<file path="config.mk">
export PLATFORM = sky130hd
export DESIGN_NAME = load_store_unit_flat
export DESIGN_NICKNAME = d
export VERILOG_FILES = /design/src/rtl/load_store_unit_if.sv /design/src/rtl/load_store_unit.sv /design/src/flat_wrapper.sv
export SDC_FILE = /design/constraint.sdc
export NUM_CORES = 1
export LEC_CHECK = 0
export BUFFER_PORTS_ARGS = -buffer_cell sky130_fd_sc_hd__buf_2
export CELL_PAD_IN_SITES_DETAIL_PLACEMENT = 0
export CELL_PAD_IN_SITES_GLOBAL_PLACEMENT = 1
export CORE_MARGIN = 2
export CORE_UTILIZATION = 39
export DETAILED_ROUTE_END_ITERATION = 8
export GPL_TIMING_DRIVEN = 1
export MAX_ROUTING_LAYER = met4
export PLACE_DENSITY_LB_ADDON = 0.12
export SETUP_SLACK_MARGIN = 0.02
export SLEW_MARGIN = 20
export SYNTH_ARGS = -nofsm -noshare
export SYNTH_HDL_FRONTEND = slang
export SYNTH_SLANG_ARGS = --single-unit
</file>
<file path="constraint.sdc">
create_clock -name clk -period 2.9 [get_ports clk]
set_input_delay 0.145 -clock clk [delete_from_list [all_inputs] [get_ports clk]]
set_output_delay 0.145 -clock clk [all_outputs]
set_load 0.02 [all_outputs]
</file>
<file path="src/rtl/load_store_unit_if.sv">
// Core-side request/response bus of the load/store unit.
//   master : the core's memory stage (drives requests, receives responses)
//   slave  : the load/store unit
// Signals:
//   req_valid/req_ready : request handshake
//   req_we, req_funct3, req_addr, req_wdata : request payload
//   resp_valid, resp_rdata, resp_err        : one-cycle completion pulse
interface load_store_unit_if;
    logic        req_valid;
    logic        req_ready;
    logic        req_we;
    logic [2:0]  req_funct3;
    logic [31:0] req_addr;
    logic [31:0] req_wdata;
    logic        resp_valid;
    logic [31:0] resp_rdata;
    logic        resp_err;

    modport master (
        output req_valid, req_we, req_funct3, req_addr, req_wdata,
        input  req_ready, resp_valid, resp_rdata, resp_err
    );

    modport slave (
        input  req_valid, req_we, req_funct3, req_addr, req_wdata,
        output req_ready, resp_valid, resp_rdata, resp_err
    );
endinterface

</file>
<file path="src/rtl/load_store_unit.sv">
// Load/store unit: turns byte-addressed RISC-V loads/stores into accesses
// on a word-addressed RAM. Sub-word loads extract and extend a lane;
// sub-word stores do read-modify-write since the RAM writes whole words.
// Misaligned, out-of-range and illegal-funct3 requests are answered with
// an error and never reach the RAM.
// Ports:
//   clk, rst_n  : clock, asynchronous active-low reset
//   bus         : core request/response bus (slave side)
//   ram_re      : RAM read enable
//   ram_we      : RAM write enable
//   ram_addr    : RAM word index
//   ram_wdata   : RAM write word
//   ram_rdata   : RAM read word (combinational from ram_addr)
module load_store_unit #(
    parameter int RAM_DEPTH = 256
) (
    input  logic                   clk,
    input  logic                   rst_n,
    load_store_unit_if.slave       bus,
    output logic                   ram_re,
    output logic                   ram_we,
    output logic [31:0]            ram_addr,
    output logic [31:0]            ram_wdata,
    input  logic [31:0]            ram_rdata
);

    typedef enum logic [2:0] {
        IDLE, LOAD, WRITE, RMW_RD, RMW_WR, RESP
    } state_t;

    state_t      state, state_nxt;
    logic [2:0]  funct3_q;
    logic [1:0]  lane_q;     // addr[1:0] of the accepted request
    logic [15:0] wdata_q;    // only the low halfword is needed after accept
    logic        err_q;

    logic        accept;
    logic        req_err;
    logic        f3_bad;
    logic        misaligned;
    logic        out_of_range;
    logic [31:0] load_val;
    logic [31:0] merged;

    assign accept         = bus.req_valid && bus.req_ready;
    assign bus.req_ready  = (state == IDLE);
    assign bus.resp_valid = (state == RESP);
    assign bus.resp_err   = (state == RESP) && err_q;

    // Request legality, evaluated on the live request at the accept edge.
    assign out_of_range = {2'b00, bus.req_addr[31:2]} >= 32'(RAM_DEPTH);

    always_comb begin
        f3_bad     = 1'b0;
        misaligned = 1'b0;
        if (bus.req_we)
            f3_bad = (bus.req_funct3 > 3'b010);
        else
            f3_bad = (bus.req_funct3 == 3'b011) || (bus.req_funct3[2:1] == 2'b11);
        case (bus.req_funct3[1:0])
            2'b01:   misaligned = bus.req_addr[0];
            2'b10:   misaligned = (bus.req_addr[1:0] != 2'b00);
            default: misaligned = 1'b0;
        endcase
    end

    assign req_err = out_of_range || f3_bad || misaligned;

    // Load lane extraction with sign/zero extension.
    always_comb begin
        logic [7:0]  b;
        logic [15:0] h;
        b = ram_rdata[{lane_q, 3'b000} +: 8];
        h = lane_q[1] ? ram_rdata[31:16] : ram_rdata[15:0];
        case (funct3_q)
            3'b000:  load_val = {{24{b[7]}}, b};
            3'b001:  load_val = {{16{h[15]}}, h};
            3'b100:  load_val = {24'h0, b};
            3'b101:  load_val = {16'h0, h};
            default: load_val = ram_rdata;
        endcase
    end

    // RMW merge: funct3[0] distinguishes SH from SB.
    always_comb begin
        merged = ram_rdata;
        if (funct3_q[0])
            merged[{lane_q[1], 4'b0000} +: 16] = wdata_q;
        else
            merged[{lane_q, 3'b000} +: 8] = wdata_q[7:0];
    end

    always_ff @(posedge clk or negedge rst_n) begin
        if (!rst_n) state <= IDLE;
        else        state <= state_nxt;
    end

    // RAM strobes are decoded from state only, so they cannot overlap.
    always_comb begin
        state_nxt = state;
        ram_re    = 1'b0;
        ram_we    = 1'b0;
        case (state)
            IDLE: begin
                if (accept) begin
                    if (req_err)                      state_nxt = RESP;
                    else if (!bus.req_we)             state_nxt = LOAD;
                    else if (bus.req_funct3 == 3'b010) state_nxt = WRITE;
                    else                              state_nxt = RMW_RD;
                end
            end
            LOAD:   begin ram_re = 1'b1; state_nxt = RESP;   end
            WRITE:  begin ram_we = 1'b1; state_nxt = RESP;   end
            RMW_RD: begin ram_re = 1'b1; state_nxt = RMW_WR; end
            RMW_WR: begin ram_we = 1'b1; state_nxt = RESP;   end
            RESP:   state_nxt = IDLE;
            default: state_nxt = IDLE;
        endcase
    end

    // Datapath registers. ram_addr/ram_wdata only move on legal accepts
    // and in RMW_RD, so rejected requests leave the RAM port untouched.
    // resp_rdata changes only on the edge into RESP.
    always_ff @(posedge clk or negedge rst_n) begin
        if (!rst_n) begin
            funct3_q       <= 3'b000;
            lane_q         <= 2'b00;
            wdata_q        <= 16'h0;
            err_q          <= 1'b0;
            ram_addr       <= 32'h0;
            ram_wdata      <= 32'h0;
            bus.resp_rdata <= 32'h0;
        end else begin
            case (state)
                IDLE: begin
                    if (accept) begin
                        funct3_q <= bus.req_funct3;
                        lane_q   <= bus.req_addr[1:0];
                        wdata_q  <= bus.req_wdata[15:0];
                        err_q    <= req_err;
                        if (req_err) begin
                            bus.resp_rdata <= 32'h0;
                        end else begin
                            ram_addr <= {2'b00, bus.req_addr[31:2]};
                            if (bus.req_we && bus.req_funct3 == 3'b010)
                                ram_wdata <= bus.req_wdata;
                        end
                    end
                end
                LOAD:   bus.resp_rdata <= load_val;
                WRITE:  bus.resp_rdata <= 32'h0;
                RMW_RD: ram_wdata      <= merged;
                RMW_WR: bus.resp_rdata <= 32'h0;
                default: ;
            endcase
        end
    end

endmodule

</file>
<file path="src/flat_wrapper.sv">
// flat-port wrapper written by rule: the top's interface ports become plain ports
module load_store_unit_flat 
#(
    parameter int RAM_DEPTH = 256
)
  (clk, rst_n, ram_re, ram_we, ram_addr, ram_wdata, ram_rdata, bus_req_valid, bus_req_we, bus_req_funct3, bus_req_addr, bus_req_wdata, bus_req_ready, bus_resp_valid, bus_resp_rdata, bus_resp_err);
  load_store_unit_if bus_i ();
  input  logic clk;
  input  logic rst_n;
  output logic ram_re;
  output logic ram_we;
  output logic [31:0] ram_addr;
  output logic [31:0] ram_wdata;
  input  logic [31:0] ram_rdata;
  input wire logic [$bits(bus_i.req_valid)-1:0] bus_req_valid;
  input wire logic [$bits(bus_i.req_we)-1:0] bus_req_we;
  input wire logic [$bits(bus_i.req_funct3)-1:0] bus_req_funct3;
  input wire logic [$bits(bus_i.req_addr)-1:0] bus_req_addr;
  input wire logic [$bits(bus_i.req_wdata)-1:0] bus_req_wdata;
  output wire logic [$bits(bus_i.req_ready)-1:0] bus_req_ready;
  output wire logic [$bits(bus_i.resp_valid)-1:0] bus_resp_valid;
  output wire logic [$bits(bus_i.resp_rdata)-1:0] bus_resp_rdata;
  output wire logic [$bits(bus_i.resp_err)-1:0] bus_resp_err;
  assign bus_i.req_valid = bus_req_valid;
  assign bus_i.req_we = bus_req_we;
  assign bus_i.req_funct3 = bus_req_funct3;
  assign bus_i.req_addr = bus_req_addr;
  assign bus_i.req_wdata = bus_req_wdata;
  assign bus_req_ready = bus_i.req_ready;
  assign bus_resp_valid = bus_i.resp_valid;
  assign bus_resp_rdata = bus_i.resp_rdata;
  assign bus_resp_err = bus_i.resp_err;
  load_store_unit #(.RAM_DEPTH(RAM_DEPTH)) u_core (.clk(clk), .rst_n(rst_n), .bus(bus_i), .ram_re(ram_re), .ram_we(ram_we), .ram_addr(ram_addr), .ram_wdata(ram_wdata), .ram_rdata(ram_rdata));
endmodule
</file>
Word-level counts from Yosys, hierarchy flattened

Cells that the tools add are included.

Shift operators: 5
Order comparisons: 2
Equality and inequality tests: 17
Muxes and demuxes: 21
Add/subtract/negate cells: 2
Reduce and logical (&&, ||, !) cells: 18
Bitwise logic cells: 1

Operator list:

| kind                      | number |
|---|---|
| $mux W32                  | 6 |
| $pmux W32 S4              | 1 |
| $pmux W32 S3              | 1 |
| $bwmux W32                | 2 |
| $pmux W32 S2              | 1 |
| $shift A16 B7 Y32 const A | 1 |
| $shift A8 B7 Y32 const A  | 1 |
| $shiftx A16 B7 Y32        | 1 |
| $shiftx A32 B6 Y8         | 1 |
| $shiftx A8 B7 Y32         | 1 |
| $ge A30 B9 Y1 const B     | 1 |
| $mux W16                  | 1 |
| $neg A5 Y7                | 2 |
| $eq A3 B2 Y1 const B      | 4 |
| $eq A3 B3 Y1 const B      | 4 |
| $mux W3                   | 3 |
| $pmux W3 S3               | 1 |
| $ne A2 B2 Y1 const B      | 4 |
| $eq A3 B1 Y1 const B      | 2 |
| $logic_not A3 Y1          | 2 |
| $reduce_and A3 Y1         | 2 |
| $eq A2 B2 Y1 const B      | 2 |
| $mux W1                   | 4 |
| $reduce_and A4 Y1         | 1 |
| other kinds (11)          | 17 |

Register bits after elaboration: 119
Word-level logic and storage cells: 74
Output and inout port bits: 101

Longest topological paths before layout

Depth in word-level cells: 8
Depth in mapped cells: 9
Gate-level depth less buffers: 8

Least setup slack after synthesis

OpenSTA, ideal clock, no wires.

Kind: register -> register
Start: register u_core.lane_q[1]
End: register u_core.ram_wdata[0]
Cell stages (with the launch flop): 9
Path slack: 735 ps
Clock period less this slack: 2,165 ps
Arrival: 2,101 ps
Buffers on the path: 1
Required time: 2,835 ps
Path through: dfrtp_1 > buf_2 > inv_1 > ha_1 > nor4b_2 > a221oi_1 > a21oi_1 > o22a_1 > o21a_1

Longest elaborated chain between the ends: 5
Elaborated cells between the ends (all ways): 10
Those cells by class: add/sub (2); shift (4); mux (4)

RTL lines:

| element                                    | RTL line                                     | RTL |
|---|---|---|
| from (decl)                                | load_store_unit.sv:33                        | `logic [1:0] lane_q;` |
| from (signal assigned)                     | load_store_unit.sv:138                       | `lane_q <= bus.req_addr[1:0];` |
| $neg A5 Y7, on equally long branches       | load_store_unit.sv:88, load_store_unit.sv:90 |  |
| $shiftx A16 B7 Y32 (tied with other cells) | load_store_unit.sv:88                        | `merged[{lane_q[1], 4'b0000} +: 16] = wdata_q;` |
| $bwmux W32, on equally long branches       | load_store_unit.sv:88, load_store_unit.sv:90 |  |
| $mux W32 (*)                               | load_store_unit.sv:87                        | `if (funct3_q[0])` |
| $pmux W32 S2 (*)                           | load_store_unit.sv:134                       | `case (state)` |
| to (signal assigned)                       | load_store_unit.sv:146                       | `ram_wdata <= bus.req_wdata;` |
| to (signal assigned)                       | load_store_unit.sv:152                       | `RMW_RD: ram_wdata <= merged;` |
| to (decl)                                  | load_store_unit.sv:23                        | `output logic [31:0] ram_wdata,` |

Every way passes the cells marked *; elsewhere a longest branch is shown, timed or not.
A chain may end at the register's enable or synchronous reset.

Final worst setup path

Start: register u_core.lane_q[0]
End: register u_core.ram_wdata[29]

Longest elaborated chain between the ends: 5
Elaborated cells between the ends (all ways): 6
Those cells by class: add/sub (1); shift (2); mux (3)

RTL lines:

| element                                                      | RTL line               | RTL |
|---|---|---|
| $neg A5 Y7 (*)                                               | load_store_unit.sv:90  | `merged[{lane_q, 3'b000} +: 8] = wdata_q[7:0];` |
| $shiftx A8 B7 Y32 / $shift A8 B7 Y32 (equally long branches) | load_store_unit.sv:90  |  |
| $bwmux W32 (*)                                               | load_store_unit.sv:90  |  |
| $mux W32 (*)                                                 | load_store_unit.sv:87  |  |
| $pmux W32 S2 (*)                                             | load_store_unit.sv:134 |  |

Marks and branches as above.

==> flow_summary.ini <==
[clock_network]
clock-root-buffer = clkbuf_16
cts_tree = built
cts_buffers = 17
cts_max_level = 4
cts.repair.resized = 0
clk_latency_ns = 0.42
clk_pin_slew_ns = 0.05
clkSinkCount = 119
clk_path_buf_depth = 2

[worst_setup_path]
crit_required_ns = 3.25
r2r-start = u_core.lane_q[0]$_DFFE_PN0P_
crit_start = u_core.lane_q[0]$_DFFE_PN0P_
crit_path_end_kind = register
path_class = register to register
arrival_ns = 2.79
setup.worst_path.start_class = register
cp_max_fo = 8

[synth]
yosysSeqAreaShare = 0.4736
yosysUniqueCellTypes = 55
yosys_warnings = 0
synth_edf_count = 0
syn_avg_cell_area_sq_um = 11.05
ys_seq_elements = 119
synth_area_leaders = dfrtp_1, mux2i_1, a221oi_1
synthArstFlopShare = 1.000
yosysTopAreaCell = dfrtp_1
yosysMostFrequentCell = dfrtp_1
synth_top_area_frac = 0.4736
synth_cells = 569
ys_dominant_reg_cell = dfrtp_1
synthTopCellsByCount = dfrtp_1, mux2i_1, a21oi_1
synth_area_sq_um = 6287

[sta]
fin_skew_ns = 0.008506
max_slew.worst_pin.slew_ns = 0.6776
fmax_mhz = 410.6
fin_crit_ns = 2.436
final-hold-violation-count = 0
fin_crit_sh = 0.8399
setup_viol = 0
max_slew_margin = 0.5483
maxSlewViolCount = 0
rsz0062_at_grt = no
finalSetupTns_ns = 0

[detailed_routing]
first_pass_iters = 6
ant_nets = 0
drt_iter0_markers = 425
avgRoutedWirePerCell_um = 19.52
wl_mm = 19.95
vias_per_cell = 5.482
vias = 5603
drc_errors = 0

[final_layout]
final_area_sq_um = 8391
drive_gt1_frac = 0.3587
seqCellArea_sq_um = 2980
nFillCells = 1446
area_growth_pct = 33.45
nets = 902
multi_input_area_sq_um = 3075

[job]
cap_violations = 0

[grt]
grt_max_degree = 120
grt_usage = 0.2448
grt_pass1_wl_mm = 30.48
grt_pass1_vias = 5442
gr-total-overflow = 0
antenna_found_initial = 3

[power_and_ir_drop]
ir_worst_vdd_v = 0.0006912
power_density_nw_per_um2 = 936.6
p_leak_nw = 4.065

[hold_path]
hold_start = bus_req_funct3[0]
hold_path_class = input pin to register

[floorplanning]
fp.coreArea_sq_um = 15830
rows = 46
initial_core_util = 0.3972
die_y_um = 131.0
pin_count = 204
dieArea_sq_um = 17150
chipWidth_um = 131.0

[placement]
place_congestion = 0.8913
hpwl_mm = 14.22
port_buffers = 201
place_area_sq_um = 7486

[status]
outcome = completed
==> repair_timing <==
action / CTS / global route
hold buffers: 28 / 0
endpoints found under the hold margin: 146 / 0
buffers inserted: 0 / 0
==> cell families after synthesis <==
kind of cell             after synthesis  share of synthesized area
AO/OA/AOI/OAI                        196                     0.2322
adder cells (fa/ha/maj)                8                    0.01592
XOR/XNOR                               1                   0.001393
flip-flops                           119                     0.4736
AND/OR/NAND/NOR                      128                     0.1202
other                                  1                  0.0005964
buffers and inverters                 50                    0.03781
multiplexers                          66                     0.1182
==> through the flow <==
| stage | util | power (W) | setup slack [ns] | hold slack [ns] | std cells |
|---|---|---|---|---|---|
| floorplan | - | 0.004646 | 0.7346 | -0.1506 | 570 |
| global placement | 0.4730 | 0.005547 | 0.5639 | 0.2957 | 960 |
| detailed placement | 0.4730 | 0.005620 | 0.5079 | 0.2974 | 960 |
| CTS | 0.5296 | 0.007883 | 0.4894 | 0.02475 | 1019 |
| global route | 0.5301 | 0.008326 | 0.2748 | 0.02587 | 1022 |
| finish | 0.5301 | 0.007859 | 0.4643 | 0.03452 | 1022 |
==> where the power goes <==
part / total (W) / internal (W) / switching, W
clock network: 0.00220 / 0.00146 / 0.000740
logic: 0.00318 / 0.00129 / 0.00188
registers: 0.00249 / 0.00203 / 0.000461
==> worst max-delay path: stages (launching register included) <==
cell and delay, ns:
dfrtp_1 0.51, inv_1 0.22, ha_1 0.43, nor4_4 0.57
a221oi_1 0.15, a21oi_1 0.20, o22a_1 0.17, o21a_1 0.11
==> registers in the layout (all words and copies together), names as in the netlist <==
register,flops
u_core.lane_q,2
u_core.err_q,1
u_core.bus.resp_rdata,32
u_core.ram_wdata,32
u_core.state,3
u_core.funct3_q,3
u_core.wdata_q,16
u_core.ram_addr,30
==> layer usage <==
metal | vias up | part of all wire | routed length (um) | track usage
met5 | - | 0 | 0 | -
met4 | 0 | 0.029 | 569 | 0.1058
met3 | 44 | 0.080 | 1594 | 0.07125
met2 | 263 | 0.46 | 9246 | 0.3615
met1 | 2704 | 0.43 | 8540 | 0.3139
li1 | 2592 | - | - | -
==> cells in the final DEF, fill, tap and decap left out, drive strengths merged, types with 2 or more instances in the layout <==
master	count
nor2	14
a221oi	29
nor2b	20
o21ai	23
o221a	2
nand2b	10
a21oi	35
and2	25
clkinv	7
nor4b	3
and3	2
nor3	11
nand2	29
clkbuf	23
a32o	8
dlygate4sd3	28
o2bb2ai	23
buf	215
inv	7
mux4	2
mux2	28
a31oi	9
nor4	7
o22a	29
conb	2
bufinv	3
dfrtp	119
nand3	3
o21a	30
mux2i	36
nand4	2
diode	3
ha	8
==> area by class of cell <==
cell class	count	area share
diodes	3	0.0008947
clock buffers	23	0.05935
clock inverters	8	0.01417
inverters	9	0.004026
multi-input cells	401	0.3665
flip-flops and latches	119	0.3552
well taps	216	0.03221
repair buffers	243	0.1676
==> worst paths after layout <==
check / end / slack, ns / depth (start not counted)
max in group asynchronous: u_core.ram_wdata[11]$_DFFE_PN0P_ / 2.01 / 3
worst min register to register: u_core.bus.resp_rdata[28]$_DFFE_PN0P_ / 0.48 / 1
min in group asynchronous: u_core.bus.resp_rdata[27]$_DFFE_PN0P_ / 0.34 / 3
worst max register to register: u_core.ram_wdata[29]$_DFFE_PN0P_ / 0.46 / 7
worst min-delay path: u_core.funct3_q[0]$_DFFE_PN0P_ / 0.03 / 3
worst max-delay path: u_core.ram_wdata[29]$_DFFE_PN0P_ / 0.46 / 7
Power figures use the tool's default switching activity.
